<file path="src/rtl/line_burst_pkg.sv">
// Shared types and constants for the line-to-burst adaptor.
// Line geometry, FSM state encoding and address alignment helper.
package line_burst_pkg;

   localparam int S_OFFSET  = 5;
   localparam int S_LINE    = 256;
   localparam int S_BEAT    = 64;
   localparam int NUM_BEATS = S_LINE / S_BEAT;
   localparam int CNT_W     = $clog2(NUM_BEATS);

   typedef enum logic [1:0] {
      IDLE     = 2'd0,
      RD_BURST = 2'd1,
      WR_BURST = 2'd2,
      DONE     = 2'd3
   } state_e;

   // A line viewed as beats; beat 0 occupies the least significant bits.
   typedef logic [NUM_BEATS-1:0][S_BEAT-1:0] line_t;

   function automatic logic [31:0] line_align(input logic [31:0] addr);
      return addr & ~((32'd1 << S_OFFSET) - 32'd1);
   endfunction

endpackage

</file>
<file path="src/rtl/line_burst_adaptor.sv">
// Turns one 256-bit line read/write request into a 4 x 64-bit memory burst.
// Optional LINE_BURST_ADAPTOR_PERF_EN adds hierarchical-only activity counters.
module line_burst_adaptor
   import line_burst_pkg::*;
(
   input  logic              clk,
   input  logic              rst,
   input  logic              line_read,
   input  logic              line_write,
   input  logic [31:0]       line_address,
   input  logic [S_LINE-1:0] line_wdata,
   output logic              line_resp,
   output logic [S_LINE-1:0] line_rdata,
   output logic              burst_read,
   output logic              burst_write,
   output logic [31:0]       burst_address,
   output logic [S_BEAT-1:0] burst_wdata,
   input  logic              burst_resp,
   input  logic [S_BEAT-1:0] burst_rdata
);

   localparam logic [1:0] ST_IDLE = IDLE;
   localparam logic [1:0] ST_RD   = RD_BURST;
   localparam logic [1:0] ST_WR   = WR_BURST;
   localparam logic [1:0] ST_DONE = DONE;

   logic [1:0]       state;
   logic [CNT_W-1:0] cnt;
   logic [31:0]      addr_q;
   line_t            line_buf;
   line_t            buf_next;
   line_t            rdata_q;
   logic             last_beat;

   assign last_beat = burst_resp && (cnt == CNT_W'(NUM_BEATS - 1));

   // line_buf holds the write line or the read line under assembly; the
   // completed read line is copied to rdata_q so line_rdata stays stable.
   always_comb begin
      buf_next = line_buf;
      if ((state == ST_RD) && burst_resp) begin
         buf_next[cnt] = burst_rdata;
      end
   end

   always_ff @(posedge clk) begin
      if (rst) begin
         state    <= ST_IDLE;
         cnt      <= '0;
         addr_q   <= '0;
         line_buf <= '0;
         rdata_q  <= '0;
      end else begin
         case (state)
            ST_IDLE: begin
               if (line_write) begin
                  addr_q   <= line_align(line_address);
                  line_buf <= line_wdata;
                  cnt      <= '0;
                  state    <= ST_WR;
               end else if (line_read) begin
                  addr_q <= line_align(line_address);
                  cnt    <= '0;
                  state  <= ST_RD;
               end
            end
            ST_RD: begin
               if (burst_resp) begin
                  line_buf <= buf_next;
                  cnt      <= cnt + CNT_W'(1);
                  if (last_beat) begin
                     rdata_q <= buf_next;
                     state   <= ST_DONE;
                  end
               end
            end
            ST_WR: begin
               if (burst_resp) begin
                  cnt <= cnt + CNT_W'(1);
                  if (last_beat) begin
                     state <= ST_DONE;
                  end
               end
            end
            default: begin
               state <= ST_IDLE;
            end
         endcase
      end
   end

   assign burst_read    = (state == ST_RD);
   assign burst_write   = (state == ST_WR);
   assign line_resp     = (state == ST_DONE);
   assign burst_address = addr_q;
   assign burst_wdata   = line_buf[cnt];
   assign line_rdata    = rdata_q;

`ifdef LINE_BURST_ADAPTOR_PERF_EN
   logic [31:0] read_count;
   logic [31:0] write_count;
   logic [31:0] busy_cycles;
   logic        op_write;

   // op_write only matters on the cycle IDLE accepts, where write has priority.
   always_ff @(posedge clk) begin
      if (rst) begin
         read_count  <= '0;
         write_count <= '0;
         busy_cycles <= '0;
         op_write    <= 1'b0;
      end else begin
         if (state == ST_IDLE) begin
            op_write <= line_write;
         end else begin
            busy_cycles <= busy_cycles + 32'd1;
         end
         if (state == ST_DONE) begin
            if (op_write) begin
               write_count <= write_count + 32'd1;
            end else begin
               read_count <= read_count + 32'd1;
            end
         end
      end
   end
`else
   // Counters are not built in this configuration.
`endif

endmodule

</file>
<file path="config.mk">
export PLATFORM = sky130hd
export DESIGN_NAME = line_burst_adaptor
export DESIGN_NICKNAME = d
export VERILOG_FILES = /design/src/rtl/line_burst_pkg.sv /design/src/rtl/line_burst_adaptor.sv
export SDC_FILE = /design/constraint.sdc
export NUM_CORES = 1
export LEC_CHECK = 0
export ABC_AREA = 1
export BUFFER_PORTS_ARGS = -buffer_cell sky130_fd_sc_hd__buf_2
export CAP_MARGIN = 20
export CORE_MARGIN = 2
export CORE_UTILIZATION = 35
export DETAILED_ROUTE_END_ITERATION = 12
export PLACE_DENSITY_LB_ADDON = 0.05
export SLEW_MARGIN = 30
export SYNTH_ARGS = -nofsm -noshare
export SYNTH_HDL_FRONTEND = slang
export SYNTH_SLANG_ARGS = --single-unit
</file>
<file path="constraint.sdc">
create_clock -name clk -period 2.49 [get_ports clk]
set_input_delay 0.747 -clock clk [delete_from_list [all_inputs] [get_ports clk]]
set_output_delay 0.747 -clock clk [all_outputs]
set_load 0.005 [all_outputs]
</file>
Word level (Yosys, flattened, before mapping):

Cells that the tools add are included.

* logic and storage cells: 56
* input port bits: 357
* register bits after elaboration: 548
* output and inout bits: 355

* multiplexer cells: 20
* $lt $le $gt $ge: 2
* add/subtract/negate cells: 1
* equality and inequality tests: 9
* reduce and logical (&&, ||, !) cells: 13

Operators by type and width (count)
* two-way mux 256 bit: 3
* one-hot mux 256 bit (2 select lines): 1
* bitwise mux 256 bit: 1
* binary-select mux 64 bit (select 2 bit): 1
* demux 64 bit (select 2 bit): 1
* two-way mux 64 bit: 2
* two-way mux 32 bit: 2
* two-way mux 2 bit: 7
* AND reduction 3 bit: 4
* one-hot mux 2 bit (2 select lines): 2
* == test 2 bit, second input constant: 3
* inequality test 2 x 1 -> 1 bit, second input constant: 3
* nonzero test 2 bit: 3
* logical AND 1 bit: 3
* < comparator 2 x 3 -> 1 bit, second input constant: 1
* inequality test 3 bit, second input constant: 1
* adder 2 x 1 -> 2 bit, second input constant: 1
* == test 2 x 1 -> 1 bit, second input constant: 1
* >= comparator 2 x 1 -> 1 bit, second input constant: 1
* logical NOT 2 bit: 1
* inequality test 2 bit, second input constant: 1
* AND reduction 2 bit: 1
* OR reduction 2 bit: 1

Logic depth before layout (Yosys ltp):

* word-level depth: 8
* depth in mapped cells: 11
* depth with buffers taken out: 9

Least setup slack after synthesis:

Ideal clock, no wire load.

* path kind: register -> register
* start point: register cnt[0]
* end point: register line_buf[18] (netlist name)
* stages on the path, launching flop included: 12
* path slack: 446 ps
* library setup time: 109 ps
* buffers on the path: 4
* data required time: 2381 ps
* period minus slack after synthesis: 2044 ps
* arrival time: 1935 ps
* cells stage by stage: dfxtp_1 inv_1 buf_2 clkbuf_1 ha_1 buf_2 clkbuf_1 nand4_1 nand3_1 nand3_1 nand2_1 inv_1

* longest elaborated chain between the ends: 8
* elaborated cells on any way between the ends: 9
* classes of those cells: order compare (2); mux (6); reduce/logical (1)

Ends and longest elaborated chain
* start, declared: RTL line line_burst_adaptor.sv:28 `logic [CNT_W-1:0] cnt;`
* start signal, assigned: RTL line line_burst_adaptor.sv:70 `cnt <= cnt + CNT_W'(1);`
* start signal, assigned: RTL line line_burst_adaptor.sv:79 `cnt <= cnt + CNT_W'(1);`
* < comparator 2 x 3 -> 1 bit (not written as such) / >= comparator 2 x 1 -> 1 bit (equally long branches): RTL line line_burst_adaptor.sv:42 `buf_next[cnt] = burst_rdata;`
* logical AND 1 bit (not written as such): RTL line line_burst_adaptor.sv:42
* two-way mux 64 bit (not written as such): RTL line line_burst_adaptor.sv:42
* demux 64 bit (select 2 bit) *: RTL line line_burst_adaptor.sv:42
* bitwise mux 256 bit *: RTL line line_burst_adaptor.sv:42
* two-way mux 256 bit *: RTL line line_burst_adaptor.sv:41 `if ((state == ST_RD) && burst_resp) begin`
* two-way mux 256 bit *: RTL line line_burst_adaptor.sv:68 `if (burst_resp) begin`
* one-hot mux 256 bit (2 select lines) *: RTL line line_burst_adaptor.sv:54 `case (state)`
* end signal, assigned: RTL line line_burst_adaptor.sv:58 `line_buf <= line_wdata;`
* end signal, assigned: RTL line line_burst_adaptor.sv:69 `line_buf <= buf_next;`
* end, declared: RTL line line_burst_adaptor.sv:30 `line_t line_buf;`

Every way passes the cells marked *; elsewhere a longest branch is shown, timed or not. The select of a mux whose other input is x is not followed.
A chain may end at the register's enable or synchronous reset.

Worst setup path in the final report:

* start point: register cnt[0]
* end point: output burst_wdata[27]

* longest elaborated chain between the ends: 2

Ends and longest elaborated chain
* binary-select mux 64 bit (select 2 bit): RTL line line_burst_adaptor.sv:96 `assign burst_wdata = line_buf[cnt];`
* two-way mux 64 bit (not written as such): RTL line line_burst_adaptor.sv:96
* end, declared: RTL line line_burst_adaptor.sv:17 `output logic [S_BEAT-1:0] burst_wdata,`

No other way between the ends. The select of a mux whose other input is x is not followed.

==> summary.md <==
| Metric | Value |
|---|---|
| Status | finished, violations left |
| Failing checks | setup timing |
| Leakage power | about 18 nW |
| Initial antenna violation count | 12 |
| Slack of the worst reg-to-reg path | ~70 ps |
| I/O pins | a little over 700 |
| CTS clock-pin slew for the worst setup and hold paths | around 60 ps |
| Hold Path Depth | 3 |
| DP Wirelength | about 78000 um |
| CTS tree | yes |
| Avg WL per Cell | approximately 21 um |
| Row Count | roughly 100 |
| Syn Std Cell Area | between 0.02 and 0.03 mm2 |
| Fin. Hold Viols | 0 |
| HP Class | input port to register |
| CTS Root Cell | clkbuf_16 |
| Worst slew pin tran | around 730 ps |
| Max Cap Viol | 0 |
| Startpoint Class | register |
| Critical path endpoint category | output port |
| Synth Area in Adders | less than 1% |
| Share of cells above drive strength 1 | roughly 21% |
| GPL Wtd Cong | around 0.86 |
| Highest net fanout along the worst path | 7 |
| Die Height | about 280 um |
| First-pass detailed-route iteration total | 6 |
| Routed Antenna Nets | 0 |
| RSZ-0062 raised after global routing | true |
| Compound-Gate Fraction of Synth Area | ~18% |
| Post-Syn Instances | ~4200 |
| Synth area leader | dfxtp_1 |
| Post-Synth Simple-Gate Area | between 20% and 30% |
| Tot Pwr | ~43 mW |
| Final setup viols | between 60 and 70 |
| Largest net degree at the start of global routing | roughly 130 |
| Fin crit share | 107% |
| Fmax | roughly 370 MHz |
| Synth Register Bits | 543 |
| Synth top area cells | dfxtp_1, nand2_1, a21oi_1 |
| Grt total ovfl | 0 |
| Final worst slack | -183 ps |
| Final wirelength | 125000 um |
| Global-route usage over all layers | 28.5% |
| Initial Utilization | 35.4% |
| H-tree lvl count | 3 |
| Number of DRC markers in iteration 0 | 2463 |
| FF-to-FF path depth | 13 |
| Pwr Density | 1200 mW/mm2 |
| Slew HR | between 50% and 60% |
| Hold_sp | line_address[22] |
| Top FF cell, synth | dfxtp_1 |
| Hold EP | burst_address[22]$_SDFFE_PP0P_ |
| Fin. max-slew vios | 0 |
| Final setup TNS | -5920 ps |
| Cell variety after synth | 23 |
| Via-to-Cell Ratio | just over 5 |
| Synth-to-Final Area Change | 30.1% |
| # DRC | 0 |
| Critical path class | register to output port |
| Reg-to-reg endpoint | line_buf[243]$_SDFFE_PP0P_ |
| Critical Path RT | roughly 1700 ps |
| Register area share after synthesis | between 30 and 40% |
| Worst-Skew Late Latency | about 620 ps |
| Synth Area per Inst | between 6 and 7 um2 |
| Die Area | 0.0805 mm2 |
| Worst VDD drop | about 0.0012 V |
| Buffers on Ports | around 700 |
| Sink Count | 543 |
| Largest family of logic cells by synthesized area | simple AND/OR/NAND/NOR gates |
| Vias | 30588 |
| Synth warn | 0 |
| CTS buffer count | slightly below 70 |
| CTS max path bufs | 3 |
| RR Startpoint | cnt[0]$_SDFFE_PP0P_ |
| Post-Synth XOR/XNOR Area | 0% |
| FFs w/ async S/R, synth | 0% |
| EDFF count, synth | 0 |
| Vias in the first global route | 27925 |
| Die W | roughly 280 um |
| Core Region | about 0.077 mm2 |
| Top-area cell type share of the netlist area | around 40% |
| Worst Path Arrival | about 1900 ps |
| Final Net Count | a little over 5000 |
| Pre-CTS setup slack | 199 ps |
| Clock Skew | 20.4 ps |
| Mux cell area share after synthesis | 0% |
| Final min period | approximately 2700 ps |
| First-pass GRT wire length | around 180000 um |
==> final cells by class <==
| type | count | area (um2) |
|---|---|---|
| timing repair inverter | 1 | 16.3 |
| antenna | 10 | 25.0 |
| fill | 8363 | 41800 |
| multi-input combinational | 2882 | 13600 |
| sequential | 543 | 10900 |
| timing repair buffer | 829 | 5770 |
| clock inverter | 16 | 114 |
| inverter | 463 | 1780 |
| tap | 1040 | 1300 |
| clock buffer | 109 | 2120 |
==> logic make-up (layout without fill, tap and decap cells) <==
family                   count (synthesis)  count (layout)
other                                    1              15
AO/OA/AOI/OAI                          995             995
adder cells (fa/ha/maj)                 11              11
buffers and inverters                  816            1418
flip-flops                             543             543
AND/OR/NAND/NOR                       1871            1871
==> worst max path at each step <==
stage                     depth (start not counted)                          to           startpoint  slack [ps]
after floorplan                                  11   line_buf[18]$_SDFFE_PP0P_  cnt[0]$_SDFFE_PP0P_         450
after detailed placement                         10  line_buf[209]$_SDFFE_PP0P_  cnt[0]$_SDFFE_PP0P_         200
after global routing                              7             burst_wdata[36]  cnt[0]$_SDFFE_PP0P_        -220
after CTS                                         6             burst_wdata[29]  cnt[0]$_SDFFE_PP0P_        -160
final                                             7             burst_wdata[27]  cnt[0]$_SDFFE_PP0P_        -180
after global placement                           10  line_buf[229]$_SDFFE_PP0P_  cnt[0]$_SDFFE_PP0P_         220
==> cells in the mapped netlist (all sizes together) (11+ instances only) <==
cell and n:
a21oi 652, buf 199, clkbuf 154, dfxtp 543, ha 11, inv 462, nand2 1201, nand3 388
nand4 195, nor2 87, o21ai 343
==> worst max-delay path, cell delays in order (launching register included) <==
cell	delay, ps
dfxtp_4	420
buf_12	150
inv_12	50
clkbuf_16	180
o21ai_4	150
a21oi_2	50
a21oi_2	180
buf_2	150
==> repair_timing <==
action                                  CTS  global route
hold buffers                              0             0
endpoints found under the hold margin     0             0
gates resized for setup                  66           171
cloned                                    6            21
setup buffers                             5            15
pin swaps                                 6            32
endpoints found under the setup margin   64           109
==> report_power, final <==
| part | internal, mW | leakage [nW] | switching, mW | total [mW] |
|---|---|---|---|---|
| logic | 6.96 | 12.6 | 14.2 | 21.2 |
| clock network | 5.85 | 1.11 | 4.13 | 9.98 |
| registers | 10.6 | 4.44 | 0.905 | 11.6 |
==> routing by layer <==
layer	vias to the layer above	track usage, %	share of wire (%)
met5	-	0	0.025
met4	4	9.37	3.0
met3	170	4.99	6.6
met2	1080	46.6	47
met1	14363	38.0	44
li1	14971	-	-
==> through the flow <==
stage               hold slack (ps)  area, um2  instances  utilization [%]
floorplan                       437      27400       4241                -
global placement                447      31900       5711             41.2
detailed placement              450      31900       5711             41.2
CTS                             351      34500       5847             44.5
global route                    369      35600       5890             46.0
finish                          375      35600       5893             46.0
==> registers in the layout (all words and copies together), names as in the netlist <==
name           cells
state              2
line_buf         256
cnt                2
burst_address     27
line_rdata       256
==> layout by cell type (no fill, tap or decap), types with 23 or more instances in the layout <==
master        n
clkbuf_16    88
a21oi_2      42
dfxtp_1     541
inv_1       455
o21ai_0     262
buf_12       43
nand4_1     194
a21oi_1     605
o21ai_1      54
buf_4        37
o21ai_2      23
nor2_1       80
nand2_1    1198
nand3_1     384
buf_2       697
(Power assumes the default switching activity.)
